<file path="config.mk">
export PLATFORM = sky130hd
export DESIGN_NAME = regfile_wb_arbiter
export DESIGN_NICKNAME = d
export VERILOG_FILES = /design/src/rtl/regfile_wb_arbiter.sv
export SDC_FILE = /design/constraint.sdc
export NUM_CORES = 1
export LEC_CHECK = 0
export ABC_AREA = 1
export CAP_MARGIN = 20
export CELL_PAD_IN_SITES_DETAIL_PLACEMENT = 1
export CELL_PAD_IN_SITES_GLOBAL_PLACEMENT = 1
export CORE_AREA = 2 2 88 175
export DETAILED_ROUTE_END_ITERATION = 10
export DIE_AREA = 0 0 90 177
export PLACE_DENSITY = 0.93
export SYNTH_ARGS = -nofsm -noshare
export SYNTH_HDL_FRONTEND = slang
export SYNTH_SLANG_ARGS = --single-unit
</file>
<file path="constraint.sdc">
create_clock -name clk -period 5.4 [get_ports clk]
set_input_delay 0.81 -clock clk [delete_from_list [all_inputs] [get_ports clk]]
set_output_delay 0.81 -clock clk [all_outputs]
set_load 0.01 [all_outputs]
</file>
<file path="src/rtl/regfile_wb_arbiter.sv">
`default_nettype none
// ============================================================================
//  Module   : regfile_wb_arbiter
//  Purpose  : Round-robin arbiter sharing the register-file write port among
//             writeback requesters, plus a per-register busy scoreboard.
//  Revision : 1.0 - initial release
// ============================================================================
module regfile_wb_arbiter #(
    parameter int NUM_REQ = 3,
    parameter int DATA_W  = 32,
    parameter int ADDR_W  = 5
) (
    input  logic                        clk,
    input  logic                        rst,
    input  logic [NUM_REQ-1:0]          req_valid,
    output logic [NUM_REQ-1:0]          req_ready,
    input  logic [NUM_REQ*ADDR_W-1:0]   req_rd_addr,
    input  logic [NUM_REQ*DATA_W-1:0]   req_data,
    output logic                        rf_write_enable,
    output logic [ADDR_W-1:0]           rf_rd_addr,
    output logic [DATA_W-1:0]           rf_data_in,
    input  logic                        reserve_valid,
    input  logic [ADDR_W-1:0]           reserve_rd,
    input  logic [ADDR_W-1:0]           rs1_addr,
    input  logic [ADDR_W-1:0]           rs2_addr,
    output logic                        rs1_busy,
    output logic                        rs2_busy,
    output logic [(2**ADDR_W)-1:0]      busy_vec
);

    localparam int PTR_W    = (NUM_REQ > 1) ? $clog2(NUM_REQ) : 1;
    localparam int NUM_REGS = 2**ADDR_W;

    logic [PTR_W-1:0]     r_rr_ptr;
    logic                 r_we;
    logic [ADDR_W-1:0]    r_rd;
    logic [DATA_W-1:0]    r_data;
    logic [NUM_REGS-1:0]  r_busy;

    logic [2*NUM_REQ-1:0] w_dbl;
    logic [NUM_REQ-1:0]   w_rot;
    logic [NUM_REQ-1:0]   w_grant;
    logic [PTR_W-1:0]     w_winner;
    logic                 w_xfer;
    logic [ADDR_W-1:0]    w_sel_rd;
    logic [DATA_W-1:0]    w_sel_data;
    logic [PTR_W-1:0]     w_ptr_nxt;
    logic [NUM_REGS-1:0]  w_set;
    logic [NUM_REGS-1:0]  w_clr;
    logic [NUM_REGS-1:0]  w_busy_nxt;

    // Rotate the request vector so that position 0 is the current priority
    // holder; the first set bit of the rotated view is the winner's offset.
    always_comb begin
        int sum;
        sum      = 0;
        w_dbl    = {req_valid, req_valid} >> r_rr_ptr;
        w_rot    = w_dbl[NUM_REQ-1:0];
        w_xfer   = 1'b0;
        w_winner = '0;
        for (int k = 0; k < NUM_REQ; k++) begin
            if (!w_xfer && w_rot[k]) begin
                w_xfer = 1'b1;
                sum    = int'(r_rr_ptr) + k;
                if (sum >= NUM_REQ) begin
                    sum = sum - NUM_REQ;
                end
                w_winner = PTR_W'(sum);
            end
        end
        if (rst) begin
            w_xfer = 1'b0;
        end
    end

    always_comb begin
        w_grant    = '0;
        w_sel_rd   = '0;
        w_sel_data = '0;
        for (int i = 0; i < NUM_REQ; i++) begin
            w_grant[i] = w_xfer && (w_winner == PTR_W'(i));
            if (w_grant[i]) begin
                w_sel_rd   = req_rd_addr[i*ADDR_W +: ADDR_W];
                w_sel_data = req_data[i*DATA_W +: DATA_W];
            end
        end
    end

    assign req_ready = w_grant;
    assign w_ptr_nxt = (w_winner == PTR_W'(NUM_REQ-1)) ? '0 : w_winner + PTR_W'(1);

    // Set is applied after clear so a new producer claiming the register in
    // the same cycle as the old producer's writeback keeps it busy.
    always_comb begin
        w_set = '0;
        w_clr = '0;
        if (reserve_valid && (reserve_rd != '0)) begin
            w_set[reserve_rd] = 1'b1;
        end
        if (w_xfer && (w_sel_rd != '0)) begin
            w_clr[w_sel_rd] = 1'b1;
        end
        w_busy_nxt    = (r_busy & ~w_clr) | w_set;
        w_busy_nxt[0] = 1'b0;
    end

    always_ff @(posedge clk) begin
        if (rst) begin
            r_rr_ptr <= '0;
            r_busy   <= '0;
            r_we     <= 1'b0;
            r_rd     <= '0;
            r_data   <= '0;
        end else begin
            r_busy <= w_busy_nxt;
            r_we   <= w_xfer && (w_sel_rd != '0);
            if (w_xfer) begin
                r_rr_ptr <= w_ptr_nxt;
                r_rd     <= w_sel_rd;
                r_data   <= w_sel_data;
            end
        end
    end

    // A pending writeback is suppressed while reset is held so that the
    // register file never commits a write on the reset edge.
    assign rf_write_enable = r_we & ~rst;
    assign rf_rd_addr      = r_rd;
    assign rf_data_in      = r_data;
    assign busy_vec        = r_busy;
    assign rs1_busy        = r_busy[rs1_addr];
    assign rs2_busy        = r_busy[rs2_addr];

endmodule
`default_nettype wire
</file>
==> flow_metrics.env, run 1 <==
export IMPL_ys_warn_count=0
export IMPL_num_fill_cells=1867
export IMPL_leakagePower_nw=2.39
export IMPL_dp_hpwl_um=13200
export IMPL_worstPathMaxFanout=33
export IMPL_irDropWorstVdd_mv=0.236
export IMPL_cp_arrival_ps=3600
export IMPL_post_cts_resized=0
export IMPL_postRouteAntennaNets=0
export IMPL_seq_area_frac_synth_pct=34.1
export IMPL_rsz0062_at_grt="false"
export IMPL_grt_max_degree=72
export IMPL_gp_routability_congestion=0.876
export IMPL_slowest_delay_ps=660
export IMPL_syn_area_per_cell_um2=6.51
export IMPL_design_area_um2=6640
export IMPL_ys_ff_latch=71
export IMPL_layout_nets=964
export IMPL_relSlewSlack_pct=47.7
export IMPL_r2r_setup_slack_ps=2310
export IMPL_die_width_um=90
export IMPL_ctsRootBufferMaster="clkbuf_16"
export IMPL_r2r_end="busy_vec[31]"
export IMPL_cts_tree="yes"
export IMPL_r2r_cells=15
export IMPL_syn2layout_area_growth_pct=59.1
export IMPL_setup_viol=0
export IMPL_drt_iter0_drc=221
export IMPL_netlist_instances=641
export IMPL_worst_slew_pin_slew_ps=784
export IMPL_drc=0
export IMPL_grt_usage_pct=22.2
export IMPL_crit_path_start_kind="input port"
export IMPL_initial_core_util_pct=28.4
export IMPL_cp_common_cell="nand2_1"
export IMPL_num_vias=5302
export IMPL_cts_hold_buf=0
export IMPL_post_cts_buffers=0
export IMPL_clock_sinks=71
export IMPL_routedWlPerCell_um=17.2
export IMPL_placed_area_um2=6330
export IMPL_worstSkewPairLatency_ps=330
export IMPL_r2r_start="r_rr_ptr[0]"
export IMPL_run_status="finished clean"
export IMPL_io_pin_count=207
export IMPL_hold_start="rf_rd_addr[1]"
export IMPL_numCtsBuffers=9
export IMPL_crit_path_cell_trace="clkdlybuf4s50_1 -> nand2_1 -> nand2_1 -> nand2_1 -> nand2_1 -> nand3_2 -> nor2_2 -> nor2_8 -> nor2_4 -> nand2_1 -> inv_2 -> clkdlybuf4s50_1"
export IMPL_required_ps=4590
export IMPL_drv_slew=0
export IMPL_hold_depth=2
export IMPL_max_cap_violations=0
export IMPL_critPathBufInv=3
export IMPL_cpMaxStageDelayCell="clkdlybuf4s50_1"
export IMPL_drt_total_wl_um=17700
export IMPL_finalCritPeriodShare_pct=81.6
export IMPL_ys_types=31
export IMPL_synth_area_um2=4170
export IMPL_timing_hold_violations_final=0
export IMPL_critPathKind="input port to primary output"
export IMPL_first_pass_iters=4
export IMPL_worst_setup_path_end_kind="primary output"
export IMPL_rows=63
export IMPL_holdPathEnd="rf_rd_addr[1]"
export IMPL_powerDensity_nw_per_um2=456
export IMPL_layout_min_cycle_time_ps=4410
export IMPL_htree_levels=3
export IMPL_antenna_found_initial=1
export IMPL_fin_worst_skew_ps=4.20
export IMPL_die_height_um=177
export IMPL_dieArea_um2=15900
export IMPL_grt_pass1_vias=5582
export IMPL_clkSlewWorstSetupHoldPaths_ps=60
export IMPL_syn_nets=777
export IMPL_drive_gt1_share_pct=5.76
export IMPL_port_buffers=205
export IMPL_finalSetupTns_ps=0
export IMPL_grt_pass1_wl_um=28500
export IMPL_vias_per_cell=5.15
export IMPL_clockBufferDepth=2
export IMPL_crit_family="buffers and inverters"
export IMPL_grt_overflow=0
export IMPL_coreArea_um2=14700
export IMPL_fmaxAchievable_ghz=0.227
export IMPL_min_path_type="flip-flop to flip-flop"
==> placed cells by master, fill, tap and decap left out, types with 2 or more instances in the layout <==
| cell type | synthesis | layout |
|---|---|---|
| o221ai_1 | 2 | 2 |
| nor4_1 | 3 | 3 |
| inv_2 | 7 | 7 |
| inv_1 | 36 | 36 |
| nor2_8 | 3 | 3 |
| a41oi_1 | 32 | 32 |
| nand2_1 | 223 | 223 |
| clkinv_2 | 0 | 2 |
| o21ai_0 | 38 | 38 |
| nand3_2 | 3 | 3 |
| o21ai_1 | 4 | 4 |
| a31oi_1 | 2 | 2 |
| clkdlybuf4s50_1 | 0 | 204 |
| nor2_2 | 9 | 9 |
| dfxtp_1 | 71 | 71 |
| clkbuf_16 | 0 | 9 |
| nor3_1 | 2 | 2 |
| nand2_2 | 5 | 5 |
| o211ai_1 | 5 | 5 |
| clkinvlp_4 | 0 | 2 |
| ha_1 | 4 | 4 |
| o21bai_1 | 2 | 2 |
| nor2_1 | 36 | 36 |
| nand3_1 | 53 | 53 |
| clkinv_1 | 2 | 2 |
| nand4_1 | 11 | 11 |
| buf_4 | 1 | 2 |
| o22ai_1 | 5 | 5 |
| a21oi_1 | 49 | 49 |
==> report_power, final <==
group	total, W	switching, W	leakage [nW]	internal (W)
clock network	0.000601	0.000243	0.142	0.000358
logic	0.00165	0.00100	1.66	0.000646
registers	0.000777	0.0000941	0.579	0.000683
==> through the flow <==
stage	std cells	hold WS [ps]	setup WS (ps)	power [W]	util (%)
2_1_floorplan	641	490	2630	0.00175	-
3_3_place_gp	1012	452	1190	0.00238	43.2
5_1_grt	1029	493	878	0.00324	45.3
4_1_cts	1028	469	1000	0.00306	45.2
3_5_place_dp	1012	460	1010	0.00244	43.2
6_report	1029	467	994	0.00302	45.3
==> routing by layer <==
| layer | wire length, um | global-route usage, % | share of wire (%) | up-vias |
|---|---|---|---|---|
| met5 | 0 | 0 | 0 | - |
| met4 | 635 | 10.0 | 3.6 | 0 |
| met3 | 1040 | 5.24 | 5.9 | 39 |
| met2 | 8730 | 38.1 | 49 | 187 |
| met1 | 7300 | 26.1 | 41 | 2525 |
| li1 | - | - | - | 2551 |
==> tightest hold or removal path, cell delays in order, from the launching register on <==
cell,delay [ps]
dfxtp_1,310
nand2_1,60
a21oi_1,50
==> sequential cells by signal, indices dropped and copies added (netlist names) <==
signal	cells
rf_data_in	32
rf_rd_addr	5
r_we	1
r_rr_ptr	2
busy_vec	31
==> cells by family after synthesis <==
kind of cell               count (synthesis)  share of synthesized area [%]
and+or+nand+nor                          350                           36.8
AOI/OAI and AO/OA                        139                           20.4
buffers and inverters                     76                           7.44
DFF                                       71                           34.1
adders and majority gates                  4                           1.20
other                                      1                         0.0899
==> area by class of cell <==
| type | count | area, um2 | share of cell area, % |
|---|---|---|---|
| Inverter | 45 | 169 | 2.55 |
| Clock buffer | 9 | 225 | 3.39 |
| Sequential cell | 71 | 1420 | 21.4 |
| Clock inverter | 7 | 72.6 | 1.09 |
| Multi-Input combinational cell | 494 | 2440 | 36.8 |
| Tap cell | 195 | 244 | 3.68 |
| Timing Repair Buffer | 207 | 2060 | 31.1 |
| Antenna cell | 1 | 2.50 | 0.0377 |
==> cells in the mapped netlist (all sizes together) <==
cell    number  area, um2
a21oi       49        245
a31oi        2       12.5
a41oi       32        280
buf         13       73.8
clkbuf      18       67.6
clkinv       2       7.51
conb         1       3.75
dfxtp       71       1420
ha           4       50.1
inv         43        161
nand2      229        880
nand3       56        295
nand4       11       68.8
nor2        49        263
nor3         2       10.0
nor4         3       18.8
o211ai       5       37.5
o21ai       42        210
o21bai       2       15.0
o221ai       2       17.5
o22ai        5       31.3
==> worst max path at each step <==
stage / from / endpoint / slack, ps / cells after the start
2_1_floorplan: rs1_addr[0] / rs1_busy / 2630 / 9
3_3_place_gp: req_valid[2] / req_ready[2] / 1190 / 12
3_5_place_dp: req_valid[2] / req_ready[2] / 1010 / 12
4_1_cts: req_valid[2] / req_ready[2] / 1000 / 12
5_1_grt: req_valid[2] / req_ready[2] / 880 / 12
6_report: req_valid[2] / req_ready[2] / 990 / 12
No activity file was read; power rests on OpenSTA's default activity.
==> run 2, diff against run 1 <==
--- a/config.mk
+++ b/config.mk
@@ -9,10 +9,10 @@
 export CAP_MARGIN = 20
 export CELL_PAD_IN_SITES_DETAIL_PLACEMENT = 1
 export CELL_PAD_IN_SITES_GLOBAL_PLACEMENT = 1
-export CORE_AREA = 2 2 88 175
+export CORE_AREA = 2 2 91 181
 export DETAILED_ROUTE_END_ITERATION = 10
-export DIE_AREA = 0 0 90 177
-export PLACE_DENSITY = 0.93
+export DIE_AREA = 0 0 93 183
+export PLACE_DENSITY = 0.88
 export SYNTH_ARGS = -nofsm -noshare
 export SYNTH_HDL_FRONTEND = slang
 export SYNTH_SLANG_ARGS = --single-unit
==> constraint.sdc (replaced) <==
create_clock -name clk -period 4.4 [get_ports clk]
set_input_delay 0.66 -clock clk [delete_from_list [all_inputs] [get_ports clk]]
set_output_delay 0.66 -clock clk [all_outputs]
set_load 0.01 [all_outputs]
==> flow_metrics.env, run 2 (synthesis gave the netlist of run 1 again) <==
export IMPL_grt_usage_pct=21.5
export IMPL_io_pin_count=207
export IMPL_cts_hold_buf=0
export IMPL_finalCritPeriodShare_pct=89.8
export IMPL_post_cts_buffers=0
export IMPL_worst_slew_pin_slew_ps=784
export IMPL_cp_arrival_ps=3290
export IMPL_worstSkewPairLatency_ps=340
export IMPL_max_cap_violations=0
export IMPL_mostFrequentLayoutCells="223 x nand2_1, 204 x clkdlybuf4s50_1, 71 x dfxtp_1"
export IMPL_largest_register_ffs=32
export IMPL_drt_total_wl_um=18200
export IMPL_coreArea_um2=15600
export IMPL_hold_depth=2
export IMPL_die_height_um=183
export IMPL_num_vias=5344
export IMPL_powerDensity_nw_per_um2=573
export IMPL_gp_routability_congestion=0.882
export IMPL_irDropWorstVdd_mv=0.247
export IMPL_r2r_cells=13
export IMPL_grt_pass1_vias=5666
export IMPL_drt_iter0_drc=196
export IMPL_p_sw_share_pct=43.3
export IMPL_cts_tree="yes"
export IMPL_leakagePower_nw=2.42
export IMPL_relSlewSlack_pct=47.7
export IMPL_diodes=0
export IMPL_grt_overflow=0
export IMPL_hold_start="rf_rd_addr[3]"
export IMPL_rows=65
export IMPL_run_status="finished clean"
export IMPL_p_seq_share_pct=25.0
export IMPL_r2r_end="busy_vec[18]"
export IMPL_worstPathMaxFanout=17
export IMPL_p_int_w=0.00218
export IMPL_final_common_cell="nand2_1"
export IMPL_required_ps=3740
export IMPL_antenna_found_initial=0
export IMPL_drv_slew=0
export IMPL_timing_hold_violations_final=0
export IMPL_initial_core_util_pct=26.7
export IMPL_routedWlPerCell_um=17.6
export IMPL_drc=0
export IMPL_fmaxAchievable_ghz=0.253
export IMPL_syn2layout_area_growth_pct=60.6
export IMPL_numCtsBuffers=9
export IMPL_worst_setup_path_end_kind="primary output"
export IMPL_p_switching_w=0.00166
export IMPL_post_cts_resized=0
export IMPL_clockPowerShare_pct=21.4
export IMPL_clkSlewWorstSetupHoldPaths_ps=60
export IMPL_port_buffers=205
export IMPL_dieArea_um2=17000
export IMPL_holdPathEnd="rf_rd_addr[3]"
export IMPL_r2r_setup_slack_ps=1380
export IMPL_first_pass_iters=4
export IMPL_min_path_type="flip-flop to flip-flop"
export IMPL_drive_gt1_share_pct=5.98
export IMPL_power_w=0.00384
export IMPL_postRouteAntennaNets=0
export IMPL_layout_nets=967
export IMPL_rsz0062_at_grt="false"
export IMPL_vias_per_cell=5.15
export IMPL_clock_sinks=71
export IMPL_dp_hpwl_um=13700
export IMPL_r2r_start="r_rr_ptr[0]"
export IMPL_setup_viol=0
export IMPL_htree_levels=3
export IMPL_finalSetupTns_ps=0
export IMPL_combPwrFrac_pct=53.7
export IMPL_layout_min_cycle_time_ps=3950
export IMPL_die_width_um=93
export IMPL_crit_path_start_kind="input port"
export IMPL_fin_worst_skew_ps=13.2
export IMPL_clockBufferDepth=2
export IMPL_grt_pass1_wl_um=28900
export IMPL_ctsRootBufferMaster="clkbuf_16"
export IMPL_grt_max_degree=72
export IMPL_critPathKind="input port to primary output"
==> run 2: layout make-up <==
class,count,area (um2)
Sequential cell,71,1420
Timing Repair Buffer,210,2080
Clock inverter,4,76.3
Clock buffer,12,256
Tap cell,201,251
Multi-Input combinational cell,494,2440
Inverter,45,169
Fill cell,1978,8920
==> run 2: worst max-delay path by stage <==
stage / from / to / slack [ps] / cells after the start
2_1_floorplan: rs1_addr[0] / rs1_busy / 1930 / 9
3_3_place_gp: rs1_addr[0] / rs1_busy / 610 / 10
3_5_place_dp: rs1_addr[0] / rs1_busy / 500 / 10
4_1_cts: rs1_addr[0] / rs1_busy / 480 / 10
5_1_grt: rs1_addr[0] / rs1_busy / 200 / 10
6_report: rs1_addr[0] / rs1_busy / 450 / 10
==> run 2: metal layers <==
metal / up-vias / part of all wire (%) / track usage (%)
li1: 2556 / - / -
met1: 2551 / 41 / 25.1
met2: 196 / 49 / 36.4
met3: 41 / 7.1 / 6.08
met4: 0 / 3.1 / 9.00
met5: - / 0 / 0
==> run 2: metrics by stage <==
step | cells | cell area, um2 | hold slack [ps] | setup slack (ps) | utilization [%]
after floorplan | 641 | 4170 | 490 | 1930 | -
after global placement | 1021 | 6360 | 453 | 608 | 40.8
after detailed placement | 1021 | 6360 | 462 | 505 | 40.8
after CTS | 1037 | 6700 | 472 | 484 | 42.9
after global routing | 1037 | 6700 | 495 | 198 | 42.9
final | 1037 | 6700 | 472 | 451 | 42.9
==> run 2: worst max-delay path: stages <==
cell and delay [ps]:
clkdlybuf4s50_1 830, inv_1 360, a21oi_1 230, o21ai_0 110, nand3_1 90, o21ai_0 90, o21ai_0 160, nor2_1 50
a31oi_1 130, clkdlybuf4s50_1 560
==> run 2: power by group through the flow <==
stage          Clock (W)  Sequential (W)  Combinational (W)
6_report        0.000820        0.000958            0.00206
5_1_grt         0.000858        0.000983            0.00227
4_1_cts         0.000836        0.000960            0.00209
3_5_place_dp           0        0.000969            0.00207
3_3_place_gp           0        0.000957            0.00202
2_1_floorplan          0         0.00103            0.00111
==> run 3, diff against run 2 <==
--- a/config.mk
+++ b/config.mk
@@ -9,9 +9,9 @@
 export CAP_MARGIN = 20
 export CELL_PAD_IN_SITES_DETAIL_PLACEMENT = 1
 export CELL_PAD_IN_SITES_GLOBAL_PLACEMENT = 1
-export CORE_AREA = 2 2 91 181
+export CORE_AREA = 5 5 94 184
 export DETAILED_ROUTE_END_ITERATION = 10
-export DIE_AREA = 0 0 93 183
+export DIE_AREA = 0 0 99 189
 export PLACE_DENSITY = 0.88
 export SYNTH_ARGS = -nofsm -noshare
 export SYNTH_HDL_FRONTEND = slang
==> flow_metrics.env, run 3 (synthesis gave the netlist of run 1 again) <==
export IMPL_irDropWorstVdd_mv=0.394
export IMPL_num_vias=5310
export IMPL_die_height_um=189
export IMPL_crit_path_cell_trace="clkdlybuf4s50_1 -> inv_1 -> a21oi_1 -> o21ai_0 -> nand3_1 -> o21ai_0 -> o21ai_0 -> nor2_1 -> a31oi_1 -> clkdlybuf4s50_1"
export IMPL_antenna_found_initial=0
export IMPL_cts_hold_buf=0
export IMPL_vias_per_cell=5.12
export IMPL_gp_routability_congestion=0.930
export IMPL_postRouteAntennaNets=0
export IMPL_fin_cells=1037
export IMPL_grt_pass1_vias=5739
export IMPL_cp_arrival_ps=3190
export IMPL_power_w=0.00376
export IMPL_setup_viol=0
export IMPL_htree_levels=3
export IMPL_cp_common_cell="o21ai_0"
export IMPL_ctsRootBufferMaster="clkbuf_16"
export IMPL_coreArea_um2=15700
export IMPL_layout_min_cycle_time_ps=3850
export IMPL_worst_setup_path_end_kind="primary output"
export IMPL_port_buffers=205
export IMPL_placed_area_um2=6360
export IMPL_placed_cells=1021
export IMPL_io_pin_count=207
export IMPL_leakagePower_nw=2.40
export IMPL_dieArea_um2=18700
export IMPL_finalSetupTns_ps=0
export IMPL_clkSlewWorstSetupHoldPaths_ps=60
export IMPL_finalCritPeriodShare_pct=87.5
export IMPL_layout_nets=967
export IMPL_timing_hold_violations_final=0
export IMPL_syn2layout_area_growth_pct=59.6
export IMPL_cts_tree="yes"
export IMPL_grt_pass1_wl_um=29400
export IMPL_numCtsBuffers=9
export IMPL_final_common_cell="nand2_1"
export IMPL_drc=0
export IMPL_drv_slew=0
export IMPL_worstSkewPairLatency_ps=330
export IMPL_drive_gt1_share_pct=5.98
export IMPL_critPathKind="input port to primary output"
export IMPL_dp_hpwl_um=15400
export IMPL_fin_worst_skew_ps=6.91
export IMPL_mostFrequentLayoutCells="223 x nand2_1, 204 x clkdlybuf4s50_1, 71 x dfxtp_1"
export IMPL_slowest_delay_ps=800
export IMPL_diodes=0
export IMPL_rsz0062_at_grt="false"
export IMPL_min_path_type="flip-flop to flip-flop"
export IMPL_grt_overflow=0
export IMPL_initial_core_util_pct=26.6
export IMPL_grt_max_degree=72
export IMPL_die_width_um=99
export IMPL_post_cts_resized=0
export IMPL_design_area_um2=6660
export IMPL_run_status="finished clean"
export IMPL_crit_path_start_kind="input port"
export IMPL_first_pass_iters=4
export IMPL_required_ps=3740
export IMPL_routedWlPerCell_um=18.6
export IMPL_fmaxAchievable_ghz=0.260
export IMPL_rows=65
export IMPL_largest_register_ffs=32
export IMPL_worst_slew_pin_slew_ps=919
export IMPL_worstPathMaxFanout=17
export IMPL_drt_iter0_drc=134
export IMPL_powerDensity_nw_per_um2=566
export IMPL_post_cts_buffers=0
export IMPL_max_cap_violations=0
export IMPL_cpMaxStageDelayCell="clkdlybuf4s50_1"
export IMPL_clock_sinks=71
export IMPL_relSlewSlack_pct=38.2
export IMPL_grt_usage_pct=20.2
export IMPL_drt_total_wl_um=19300
export IMPL_clockBufferDepth=2
## run 3: cell count changes in the layout (fill, tap and decap cells not counted)
cell and change:
clkinv_2 +3, clkbuf_8 -2, bufinv_16 -1, clkinv_4 +1, inv_6 -1
## run 3: critical path, delay by kind of cell
family,cells,cell delay (ps)
buffers and inverters,3,1690
AO/OA/AOI/OAI,5,700
AND/OR/NAND/NOR,2,150
## run 3: report_power, final
group,internal (W),switching (W),total [W]
Combinational,0.000807,0.00127,0.00208
Sequential,0.000838,0.000123,0.000961
Clock,0.000437,0.000289,0.000727
Total,0.00208,0.00168,0.00376
## run 3: layout make-up
type | count | area, um2
clock buffers | 10 | 229
clock inverters | 6 | 61.3
fillers | 2013 | 9040
inverters | 45 | 169
multi-input cells | 494 | 2440
flip-flops and latches | 71 | 1420
well taps | 201 | 251
repair buffers | 210 | 2080
## run 3: routing by layer
metal / track usage [%] / routed length [um]
met1: 17.0 / 6000
met3: 5.57 / 1220
met2: 39.6 / 10800
met5: 0 / 0
met4: 12.8 / 1230
## run 3: per-stage QoR
| step | utilization [%] | worst slack (ps) | hold WS, ps |
|---|---|---|---|
| after detailed placement | 40.6 | 582 | 468 |
| after global placement | 40.6 | 656 | 452 |
| after floorplan | - | 1930 | 490 |
| after CTS | 42.4 | 562 | 479 |
| final | 42.4 | 552 | 478 |
| after global routing | 42.4 | 337 | 502 |
## run 3: worst paths after layout
path,startpoint,endpoint,slack [ps],depth (start not counted)
worst min-delay path,rf_rd_addr[1],rf_rd_addr[1],480,2
worst max register to register,r_rr_ptr[0],busy_vec[2],1350,16
worst max-delay path,rs1_addr[0],rs1_busy,550,10
worst min register to register,rf_rd_addr[1],rf_rd_addr[1],480,2
